$ cat config.mk
export PLATFORM = sky130hd
export DESIGN_NAME = vx_cluster_gbar_ctrl
export DESIGN_NICKNAME = d
export VERILOG_FILES = /design/src/rtl/vx_cluster_gbar_ctrl.sv
export SDC_FILE = /design/constraint.sdc
export NUM_CORES = 1
export LEC_CHECK = 0
export BUFFER_PORTS_ARGS = -buffer_cell sky130_fd_sc_hd__clkbuf_2
export CAP_MARGIN = 20
export CORE_ASPECT_RATIO = 0.5
export CORE_MARGIN = 1.5
export CORE_UTILIZATION = 63
export CTS_CLUSTER_DIAMETER = 120
export CTS_CLUSTER_SIZE = 12
export DETAILED_ROUTE_END_ITERATION = 8
export PLACE_DENSITY_LB_ADDON = 0.1
export SETUP_SLACK_MARGIN = 0.1
export SYNTH_ARGS = -nofsm -noshare
export SYNTH_HDL_FRONTEND = slang
export SYNTH_SLANG_ARGS = --single-unit
$ cat constraint.sdc
create_clock -name clk -period 5.3 [get_ports clk]
set_input_delay 0.795 -clock clk [delete_from_list [all_inputs] [get_ports clk]]
set_output_delay 0.795 -clock clk [all_outputs]
set_load 0.005 [all_outputs]
$ cat src/rtl/vx_cluster_gbar_ctrl.sv
// Cluster-level global barrier controller.
// Tracks per-slot core arrival masks and emits a one-cycle release pulse once
// the expected number of cores has arrived at a slot. Never backpressures.
// Optional: define GBAR_CTRL_PERF_EN to add release / wait-cycle counters.
module vx_cluster_gbar_ctrl #(
  parameter int    NUM_BARRIERS = 4,
  parameter int    NUM_CORES    = 4,
  parameter string INSTANCE_ID  = "",
  localparam int   ID_W   = (NUM_BARRIERS > 1) ? $clog2(NUM_BARRIERS) : 1,
  localparam int   CORE_W = (NUM_CORES > 1) ? $clog2(NUM_CORES) : 1
) (
  input  logic              clk,
  input  logic              reset,
  input  logic              req_valid,
  input  logic [ID_W-1:0]   req_id,
  input  logic [CORE_W-1:0] req_size_m1,
  input  logic [CORE_W-1:0] req_core_id,
  output logic              req_ready,
  output logic              rsp_valid,
  output logic [ID_W-1:0]   rsp_id,
  output logic              err_dup,
  output logic              err_size,
  output logic              busy
`ifdef GBAR_CTRL_PERF_EN
  , output logic [31:0]     perf_releases
  , output logic [43:0]     perf_wait_cycles
`endif
);

  logic [NUM_BARRIERS-1:0][NUM_CORES-1:0] mask_q, mask_d;
  logic [NUM_BARRIERS-1:0][CORE_W-1:0]    size_q, size_d;
  logic [NUM_BARRIERS-1:0]                active_q, active_d;
  logic                                   rsp_valid_q, rsp_valid_d;
  logic [ID_W-1:0]                        rsp_id_q, rsp_id_d;
  logic                                   err_dup_q, err_dup_d;
  logic                                   err_size_q, err_size_d;

  // Number of set bits in one arrival mask; wide enough to hold NUM_CORES.
  function automatic logic [CORE_W:0] popcnt(input logic [NUM_CORES-1:0] v);
    logic [CORE_W:0] c;
    c = '0;
    for (int i = 0; i < NUM_CORES; i++) c = c + (CORE_W+1)'(v[i]);
    return c;
  endfunction

  logic                  accept;
  logic [NUM_CORES-1:0]  cur_mask, new_mask, onehot;
  logic [CORE_W-1:0]     eff_size_m1;
  logic [CORE_W:0]       cnt, target;

  assign req_ready = 1'b1;
  assign accept    = req_valid & req_ready & (int'(req_id) < NUM_BARRIERS);

  // Arrival bookkeeping, completion detection and sticky error capture.
  always_comb begin
    mask_d      = mask_q;
    size_d      = size_q;
    active_d    = active_q;
    rsp_valid_d = 1'b0;
    rsp_id_d    = rsp_id_q;
    err_dup_d   = err_dup_q;
    err_size_d  = err_size_q;
    cur_mask    = '0;
    onehot      = '0;
    new_mask    = '0;
    eff_size_m1 = req_size_m1;
    cnt         = '0;
    target      = '0;
    if (accept) begin
      cur_mask    = mask_q[req_id];
      onehot      = NUM_CORES'(1) << req_core_id;
      new_mask    = cur_mask | onehot;
      cnt         = popcnt(new_mask);
      // A live slot keeps the size it was opened with, even if a later
      // arrival disagrees.
      eff_size_m1 = active_q[req_id] ? size_q[req_id] : req_size_m1;
      target      = {1'b0, eff_size_m1} + {{CORE_W{1'b0}}, 1'b1};
      if (active_q[req_id] && (req_size_m1 != size_q[req_id])) err_size_d = 1'b1;
      if ((cur_mask & onehot) != '0) err_dup_d = 1'b1;
      if (cnt == target) begin
        mask_d[req_id]   = '0;
        active_d[req_id] = 1'b0;
        rsp_valid_d      = 1'b1;
        rsp_id_d         = req_id;
      end else begin
        mask_d[req_id]   = new_mask;
        active_d[req_id] = 1'b1;
        if (!active_q[req_id]) size_d[req_id] = req_size_m1;
      end
    end
  end

  // State registers with synchronous reset; pending arrivals are dropped.
  always_ff @(posedge clk) begin
    if (reset) begin
      mask_q      <= '0;
      size_q      <= '0;
      active_q    <= '0;
      rsp_valid_q <= 1'b0;
      rsp_id_q    <= '0;
      err_dup_q   <= 1'b0;
      err_size_q  <= 1'b0;
    end else begin
      mask_q      <= mask_d;
      size_q      <= size_d;
      active_q    <= active_d;
      rsp_valid_q <= rsp_valid_d;
      rsp_id_q    <= rsp_id_d;
      err_dup_q   <= err_dup_d;
      err_size_q  <= err_size_d;
    end
  end

  assign rsp_valid = rsp_valid_q;
  assign rsp_id    = rsp_id_q;
  assign err_dup   = err_dup_q;
  assign err_size  = err_size_q;
  assign busy      = |mask_q;

`ifdef GBAR_CTRL_PERF_EN
  logic [31:0] perf_releases_q, perf_releases_d;
  logic [43:0] perf_wait_q, perf_wait_d;
  logic [43:0] waiting;

  // Count release pulses and accumulate core-cycles spent waiting.
  always_comb begin
    waiting = '0;
    for (int b = 0; b < NUM_BARRIERS; b++) waiting = waiting + 44'(popcnt(mask_q[b]));
    perf_releases_d = perf_releases_q + {31'd0, rsp_valid_q};
    perf_wait_d     = perf_wait_q + waiting;
  end

  // Perf counter registers; wrap naturally on overflow.
  always_ff @(posedge clk) begin
    if (reset) begin
      perf_releases_q <= '0;
      perf_wait_q     <= '0;
    end else begin
      perf_releases_q <= perf_releases_d;
      perf_wait_q     <= perf_wait_d;
    end
  end

  assign perf_releases    = perf_releases_q;
  assign perf_wait_cycles = perf_wait_q;
`endif

endmodule

==> out/qor.yml, run 1 <==
cts_setup_buffers: 0
num_vias: 1462
hold_end: "err_size"
slew_violations: 0
multi_input_area_sq_mm: 0.001070
synthTopCellsByArea: "dfxtp_1 36%, mux4_2 9.8%, nand3b_1 7.8%"
core.rowCount: 13
path_class: "in2reg"
dieArea_sq_mm: 0.003272
antenna-diode-count: 0
worstSkewPairLatency_ns: 0.29
rr_worst_depth: 10
setup_slack_ns: 1.017
place_ws_ns: 0.7167
worst_slew_pin_slew_ns: 0.8229
grt_max_degree: 40
grt_pass1_wl_um: 6327
synth_flop_cell: "dfxtp_1"
fp.coreArea_sq_mm: 0.002684
setup_viol_count_final: 0
power.density_mw_per_mm2: 324.6
status: "complete, no violations"
grtUsageTotal_pct: 27.61
nets: 203
period_minus_slack_ns: 4.283
stdcell_count: 228
hold_ws_ns: 0.4640
layout_common_cells: "33 x dfxtp_1, 19 x nand3b_1, 17 x nor2_1, 16 x o31ai_1, 14 x clkbuf_2"
rsz0062_at_grt: "no"
final_common_cell: "dfxtp_1"
ys_seq_elements: 33
register_area_sq_um: 660.6
drive_gt1_share_pct: 19.90
io_pins: 16
final_antenna_net_count: 0
initial_core_util_pct: 68.53
root_buffer: "clkbuf_8"
syn_area_sq_mm: 0.001839
ctsHoldBuffers: 0
clock_skew_ns: 0.008666
synth_top_area_share_pct: 35.92
finalHoldViolCount: 0
yosysTopAreaCell: "dfxtp_1"
post_cts_resized: 0
final_area_sq_mm: 0.001997
r2r_slack_ns: 1.56
timing.rr.start: "mask_q[3]"
dp_hpwl_um: 2796
wl_per_cell_um: 17.48
drc: 0
clk_pin_slew_worst_paths_ns: 0.07
clock_sinks: 33
clockBufferDepth: 2
place_congestion: 0.8338
critPathLaunchType: "primary input"
tns_ns: 0
port_buffers: 14
antenna_found_initial: 0
cts_tree: "done"
yosys_warnings: 0
cts_inserted_buffers: 5
synth_seq_area_share_pct: 35.92
leakagePower_nw: 0.7180
drt_iter0_drc: 151
n_fill_cell: 199
first_pass_iters: 5
maxCapViolations: 0
synth_edf_count: 0
crit_fanout: 16
die-height_um: 41.21
vias_per_cell: 6.412
cts_htree_levels: 2
avgSynthCellArea_sq_um: 9.996
required_ns: 5.44
placed_cells: 220
die_w_um: 79.41
syn_nets: 197
holdCritPathClass: "reg2reg"
arrival_ns: 4.42
drt-total-wl_um: 3985
synthArstFlopShare_pct: 0
whs_path_depth: 2
r2r_end: "mask_q[4]"
fmax_ghz: 0.2335
holdCritStartpoint: "err_size"
end_kind: "flop"
max_slew_margin_pct: 44.74
finalCritPeriodShare_pct: 80.80
ir_drop_v: 0.0002321
overflow: 0
synthDistinctLibCells: 39
place_area_sq_mm: 0.001881
netlist_instances: 184
grt_pass1_vias: 1322
synthToLayoutAreaGrowth_pct: 8.572
-- worst max path at each step --
| stage | from | to | slack, ns | cells after the start |
|---|---|---|---|---|
| floorplan | req_id[1] | mask_q[10] | 1.53 | 13 |
| global placement | req_id[1] | mask_q[7] | 0.87 | 11 |
| detailed placement | req_id[1] | mask_q[2] | 0.72 | 11 |
| CTS | req_id[1] | mask_q[4] | 1.04 | 11 |
| global route | req_id[1] | mask_q[1] | 0.81 | 11 |
| finish | req_id[1] | mask_q[4] | 1.02 | 11 |
-- worst max-delay path, stage by stage --
cell	delay (ns)
clkbuf_2	0.29
mux4_2	0.56
a21oi_1	0.21
fa_1	0.44
inv_1	0.07
ha_1	0.14
ha_1	0.23
xnor2_1	0.67
nand4b_1	0.21
o221ai_2	0.62
o31ai_1	0.18
-- cell type report --
| cell class | instances | share of cell area (%) |
|---|---|---|
| tap | 37 | 2.318 |
| clock inverter | 1 | 1.504 |
| clock buffer | 7 | 4.323 |
| sequential | 33 | 33.08 |
| timing repair buffer | 14 | 3.509 |
| inverter | 9 | 1.692 |
| multi-input combinational | 127 | 53.57 |
-- routing by layer --
layer	wire (um)	vias up	GRT usage (%)
met1	1808	687	34.13
met5	0	-	0
li1	-	697	-
met4	71	0	11.84
met3	260	12	9.556
met2	1845	66	45.73
-- cell families (layout without fill, tap and decap cells) --
group / count (synthesis) / after routing / synth area share [%]
simple gates: 61 / 61 / 19.86
compound gates: 34 / 34 / 14.49
flops: 33 / 33 / 35.92
buf+inv: 24 / 31 / 5.918
mux: 21 / 21 / 17.62
xor+xnor: 6 / 6 / 2.858
fa+ha+maj: 4 / 4 / 3.130
other cells: 1 / 1 / 0.2039
-- per-stage QoR --
stage | utilization, % | power (mW)
after floorplan | - | 0.3791
after global routing | 74.41 | 0.6772
after CTS | 74.41 | 0.6514
after global placement | 70.07 | 0.4022
after detailed placement | 70.07 | 0.4064
final | 74.41 | 0.6482
-- report_power, final --
part | internal (mW) | total [mW] | switching, mW
logic | 0.0518 | 0.137 | 0.0850
registers | 0.259 | 0.265 | 0.00650
clock network | 0.153 | 0.246 | 0.0927
total | 0.464 | 0.648 | 0.184
-- synth_stat cells, types with 3 or more instances --
cell type  number
dfxtp_1        33
nand3b_1       19
nor2_1         17
o31ai_1        16
mux2i_1        11
inv_1           9
clkbuf_1        8
mux4_2          8
nand2b_1        5
a221oi_1        4
nor4_1          4
or2_2           4
a21oi_1         3
a311oi_1        3
ha_1            3
nand4b_1        3
xnor2_1         3
xor2_1          3
No activity file was read; power rests on OpenSTA's default activity.
==> inputs of run 2 (changes only) <==
- CORE_UTILIZATION: 63 -> 53
- clock period: 5.3 -> 3.7 ns (I/O delays scaled with it)
==> run 2 against run 1 <==
Against the previous run: final area rose by 5.1%; global-route usage down 4.8 points; clock skew fell by 0.00054 ns; combinational power up 66%; hold slack worse by 0.016 ns; worst setup slack lost 0.52 ns; largest cell class unchanged; critical endpoint is now size_q[2].
==> out/qor.yml, run 2 (synthesis results as in run 1) <==
postLayoutCoreUtil_pct: 66.59  # -7.8 points
dieArea_sq_mm: 0.003854  # +18%
drc: 0  # unchanged
pwr-share-clk_pct: 37.6  # -0.4 points
layout_common_cells: "33 x dfxtp_1, 19 x nand3b_1, 17 x nor2_1, 16 x o31ai_1, 14 x clkbuf_2"
n_fill_cell: 236  # +19%
wl_met2_um: 1726  # -6.4%
comb_power_share_pct: 23.5  # +2.4 points
core.rowCount: 14  # +1
r2r_slack_ns: 0.70  # -0.86 ns
hold_end: "err_size"
cts_inserted_buffers: 5  # unchanged
max_slew_margin_pct: 58.07  # +13 points
place_congestion: 0.7758  # -7.0%
ctsHoldBuffers: 0  # unchanged
fmax_ghz: 0.3127
swShare_pct: 28.98  # +0.57 points
io_pins: 16  # unchanged
holdCritStartpoint: "err_size"
critPathLaunchType: "primary input"
period_minus_slack_ns: 3.198
grtUsageTotal_pct: 22.79  # -4.8 points
placed_cells: 234  # +6.4%
nets: 214  # +5.4%
dp_hpwl_um: 2809  # +0.47%
cpLargestDelayFamily: "adder cells"
grt_max_degree: 40  # unchanged
seqPwrFrac_pct: 39.0  # -1.9 points
leakagePower_nw: 0.7744  # +7.9%
grt_pass1_wl_um: 6541  # +3.4%
drive_gt1_share_pct: 24.75  # +4.9 points
setup_viol_count_final: 0  # unchanged
wl_per_cell_um: 16.49  # -5.7%
path_cells: "clkbuf_2 -> mux4_2 -> a21oi_1 -> fa_1 -> inv_1 -> ha_1 -> ha_1 -> xnor2_1 -> buf_4 -> a311oi_1 -> buf_4 -> mux2i_1 -> nor2_1"
maxCapViolations: 0  # unchanged
vias_per_cell: 6.054  # -5.6%
tns_ns: 0  # unchanged
wl_met3_um: 213  # -18%
maxUsedRoutingLayer: "met4"
num_vias: 1465  # +0.21%
register_area_sq_um: 660.6  # unchanged
root_buffer: "clkbuf_8"
internal_power_mw: 0.6912  # +49%
port_buffers: 14  # unchanged
slowest_delay_ns: 0.54  # -0.13 ns
synthToLayoutAreaGrowth_pct: 14.15
clk_pin_slew_worst_paths_ns: 0.08  # about the same
slew_violations: 0  # unchanged
rsz0062_at_grt: "no"
antenna-diode-count: 0  # unchanged
clock_skew_ns: 0.008128  # -0.0005389 ns
finalCritPeriodShare_pct: 86.43
m1WireLength_um: 2002  # +11%
final_common_cell: "dfxtp_1"
worst_slew_pin_slew_ns: 0.6290  # -0.1939 ns
antenna_found_initial: 0  # unchanged
cts_htree_levels: 2  # unchanged
path_class: "in2reg"
clock_sinks: 33  # unchanged
ir_drop_v: 0.0002917  # +26%
status: "complete, no violations"
worstSkewPairLatency_ns: 0.29  # about the same
whs_path_depth: 2  # unchanged
grt_pass1_vias: 1337  # +1.1%
r2r_end: "size_q[2]"
stdcell_count: 242  # +6.1%
die-height_um: 44.66  # +8.4%
power.density_mw_per_mm2: 463.6  # +43%
fp.coreArea_sq_mm: 0.003153  # +17%
required_ns: 3.86  # -1.58 ns
multi_input_area_sq_mm: 0.001070  # unchanged
overflow: 0  # unchanged
cts_setup_buffers: 0  # unchanged
p_sw_mw: 0.2821  # +53%
final_antenna_net_count: 0  # unchanged
end_kind: "flop"
post_cts_resized: 0  # unchanged
finalHoldViolCount: 0  # unchanged
drt-total-wl_um: 3990  # +0.13%
cp_slowest_cell: "mux4_2"
arrival_ns: 3.35  # -1.07 ns
rr_worst_depth: 12  # +2
worst-path-buf-inv: 4  # +2
initial_core_util_pct: 58.33  # -10 points
drt_iter0_drc: 122  # -19%
timing.rr.start: "mask_q[15]"
clockBufferDepth: 2  # unchanged
first_pass_iters: 4  # -1
die_w_um: 86.31  # +8.7%
cts_tree: "done"
holdCritPathClass: "reg2reg"
crit_fanout: 11  # -5
==> run 2: changes by cell type in the layout (fill, tap and decap cells not counted), sizes merged <==
cell      previous run  this run
buf                  0        11
clkbuf              21        20
clkinvlp             0         1
==> run 2: worst max path at each step <==
| stage | cells after the start | end | startpoint |
|---|---|---|---|
| 3_5_place_dp | 13 | size_q[2] | req_id[1] |
| 3_3_place_gp | 13 | size_q[6] | req_id[1] |
| 5_1_grt | 13 | size_q[2] | req_id[1] |
| 2_1_floorplan | 13 | mask_q[10] | req_id[1] |
| 6_report | 13 | size_q[2] | req_id[1] |
| 4_1_cts | 13 | size_q[5] | req_id[1] |
==> run 2: area by class of cell <==
cell class | instances | share of cell area (%)
tap | 40 | 2.384
inverter | 9 | 1.609
timing repair buffer | 25 | 7.867
sequential | 33 | 31.47
clock inverter | 2 | 1.788
clock buffer | 6 | 3.933
multi-input combinational | 127 | 50.95
==> run 2: power groups by stage <==
stage / logic [mW] / registers (mW) / clock network [mW]
finish: 0.228 / 0.379 / 0.366
global route: 0.251 / 0.381 / 0.375
CTS: 0.228 / 0.379 / 0.365
detailed placement: 0.226 / 0.387 / 0
global placement: 0.225 / 0.387 / 0
floorplan: 0.158 / 0.386 / 0
==> run 2: worst min-delay path, cell delays in order (launching register included) <==
cell and delay, ns:
dfxtp_1 0.31, inv_1 0.05, a21oi_1 0.05
==> run 2: metrics by stage <==
step,power [mW],worst slack (ns),area [sq um],hold WS (ns)
final,0.9733,0.5023,2100,0.4477
after global routing,1.007,0.3029,2100,0.4800
after CTS,0.9724,0.4887,2100,0.4521
after detailed placement,0.6136,0.1868,1979,0.4402
after global placement,0.6123,0.2242,1979,0.4334
after floorplan,0.5431,0.1662,1839,0.4421
==> run 2: per-layer routing <==
layer | global-route usage, % | up-vias
met5 | 0 | -
met4 | 6.774 | 0
met3 | 5.597 | 7
met2 | 36.38 | 31
met1 | 31.22 | 709
li1 | - | 718
==> inputs of run 3 (changes only) <==
- BUFFER_PORTS_ARGS: -buffer_cell sky130_fd_sc_hd__clkbuf_2 -> unset
- CORE_UTILIZATION: 53 -> 59
- CTS_BUF_LIST: unset -> sky130_fd_sc_hd__clkbuf_8
- DONT_BUFFER_PORTS: unset -> 1
==> run 3 against run 2 <==
Against the previous run: first-iteration DRC count down 0.82%; die area fell by 9.7%; critical path depth is 3 lower.
==> out/qor.yml, run 3 (synthesis results as in run 1) <==
status: "complete, no violations"
cts_htree_levels: 2  # unchanged
worst_path_most_repeated_cell: "ha_1"
grt_pass1_vias: 1398  # +4.6%
place_congestion: 0.8476  # +9.3%
drt-total-wl_um: 3965  # -0.63%
drive_gt1_share_pct: 16.02  # -8.7 points
worst-path-buf-inv: 1  # -3
cts_tree: "done"
maxCapViolations: 0  # unchanged
critPathLaunchType: "flop"
clk_pin_slew_worst_paths_ns: 0.07  # about the same
cpLargestDelayFamily: "adder cells"
rsz0062_at_grt: "no"
fp.coreArea_sq_mm: 0.002978  # -5.6%
fmax_ghz: 0.3080  # -1.5%
final_common_cell: "dfxtp_1"
tns_ns: 0  # unchanged
final_area_sq_mm: 0.001946  # -7.3%
port_buffers: 0  # -14
dieArea_sq_mm: 0.003482  # -9.7%
vias_per_cell: 6.330  # +4.6%
worstSkewPairLatency_ns: 0.28  # about the same
antenna-diode-count: 0  # unchanged
path_class: "reg2reg"
dp_hpwl_um: 2794  # -0.53%
num_vias: 1399  # -4.5%
period_minus_slack_ns: 3.247  # +0.04948 ns
grt_max_degree: 40  # unchanged
final_antenna_net_count: 0  # unchanged
finalHoldViolCount: 0  # unchanged
io_pins: 16  # unchanged
grtUsageTotal_pct: 25.54  # +2.7 points
post_cts_resized: 0  # unchanged
wl_per_cell_um: 17.94  # +8.8%
n_fill_cell: 237  # +0.42%
initial_core_util_pct: 61.76  # +3.4 points
drt_iter0_drc: 121  # -0.82%
die-height_um: 42.48  # -4.9%
synthToLayoutAreaGrowth_pct: 5.783
clock_skew_ns: 0.005394  # -0.002734 ns
nets: 193  # -9.8%
cts_setup_buffers: 0  # unchanged
end_kind: "flop"
worst_slew_pin_slew_ns: 0.8310  # +0.2019 ns
place_area_sq_mm: 0.001844  # -6.8%
leakagePower_nw: 0.6730  # -13%
arrival_ns: 3.40  # +0.05 ns
layout_common_cells: "33 x dfxtp_1, 19 x nand3b_1, 17 x nor2_1, 16 x o31ai_1, 11 x mux2i_1"
required_ns: 3.86  # about the same
crit_fanout: 11  # unchanged
cts_inserted_buffers: 5  # unchanged
grt_pass1_wl_um: 6499  # -0.64%
clockBufferDepth: 2  # unchanged
slew_violations: 0  # unchanged
clock_sinks: 33  # unchanged
path_cells: "mux4_2 -> nor2_1 -> fa_1 -> inv_1 -> ha_1 -> ha_1 -> xnor2_1 -> nand3b_1 -> o22ai_1 -> o31ai_1"
setup_viol_count_final: 0  # unchanged
cp_slowest_cell: "xnor2_1"
first_pass_iters: 4  # unchanged
ir_drop_v: 0.0002591  # -11%
overflow: 0  # unchanged
root_buffer: "clkbuf_8"
power.density_mw_per_mm2: 443.8  # -4.3%
max_slew_margin_pct: 44.21  # -14 points
finalCritPeriodShare_pct: 87.76  # +1.3 points
slowest_delay_ns: 0.66  # +0.12 ns
holdCritPathClass: "in2reg"
core.rowCount: 14  # unchanged
die_w_um: 81.96  # -5.0%
postLayoutCoreUtil_pct: 65.34  # -1.3 points
drc: 0  # unchanged
ctsHoldBuffers: 0  # unchanged
antenna_found_initial: 0  # unchanged
run 3: cell count changes in the layout (fill, tap and decap cells not counted):
cell        previous run  this run
clkbuf_2              14         0
buf_4                 10         4
buf_12                 1         0
bufinv_16              1         0
clkbuf_8               6         7
clkinv_2               0         1
clkinvlp_4             1         0
run 3: worst register-to-register path, cell delays in order (launching register included):
cell and delay (ns):
dfxtp_1 0.38, mux4_2 0.28, nor2_1 0.07, fa_1 0.54, inv_1 0.04, ha_1 0.18, ha_1 0.18, xnor2_1 0.66
nand3b_1 0.26, o22ai_1 0.40, o31ai_1 0.13
run 3: layout make-up:
type / count / area, sq um / area share (%)
clock buffer: 7 / 96.34 / 4.952
clock inverter: 1 / 5.005 / 0.2572
inverter: 9 / 33.78 / 1.736
multi-input combinational: 127 / 1070 / 54.98
sequential: 33 / 660.6 / 33.95
tap: 40 / 50.05 / 2.572
timing repair buffer: 4 / 30.03 / 1.543
run 3: per-layer routing:
metal	global-route usage, %	vias up	share of wire, %
met5	0	-	0
met4	6.102	0	0.48
met3	10.00	2	8.0
met2	40.16	39	46
met1	33.02	685	45
li1	-	673	-
run 3: worst paths after layout:
check             cells past startpoint  startpoint  slack, ns    endpoint
setup reg to reg                     10   mask_q[4]       0.45  mask_q[13]
hold reg to reg                       2    err_size       0.46    err_size
setup / recovery                     10   mask_q[4]       0.45  mask_q[13]
hold / removal                        1       reset       0.35   rsp_valid
run 3: per-stage QoR:
step	hold WS, ns	setup WS, ns	instances	total power, mW
3_5_place_dp	0.4559	0.2328	213	0.5717
6_report	0.3519	0.4528	221	0.8634
4_1_cts	0.3399	0.5306	221	0.8638
2_1_floorplan	0.4421	0.1662	184	0.5431
3_3_place_gp	0.4457	0.2968	213	0.5687
5_1_grt	0.3315	0.2083	221	0.9024
run 3: power by group:
part	leakage, nW	switching, mW	total (mW)	internal (mW)
Sequential	0.268	0.0101	0.381	0.371
Clock	0.0542	0.129	0.297	0.168
Combinational	0.351	0.107	0.186	0.0784
Total	0.673	0.246	0.863	0.617
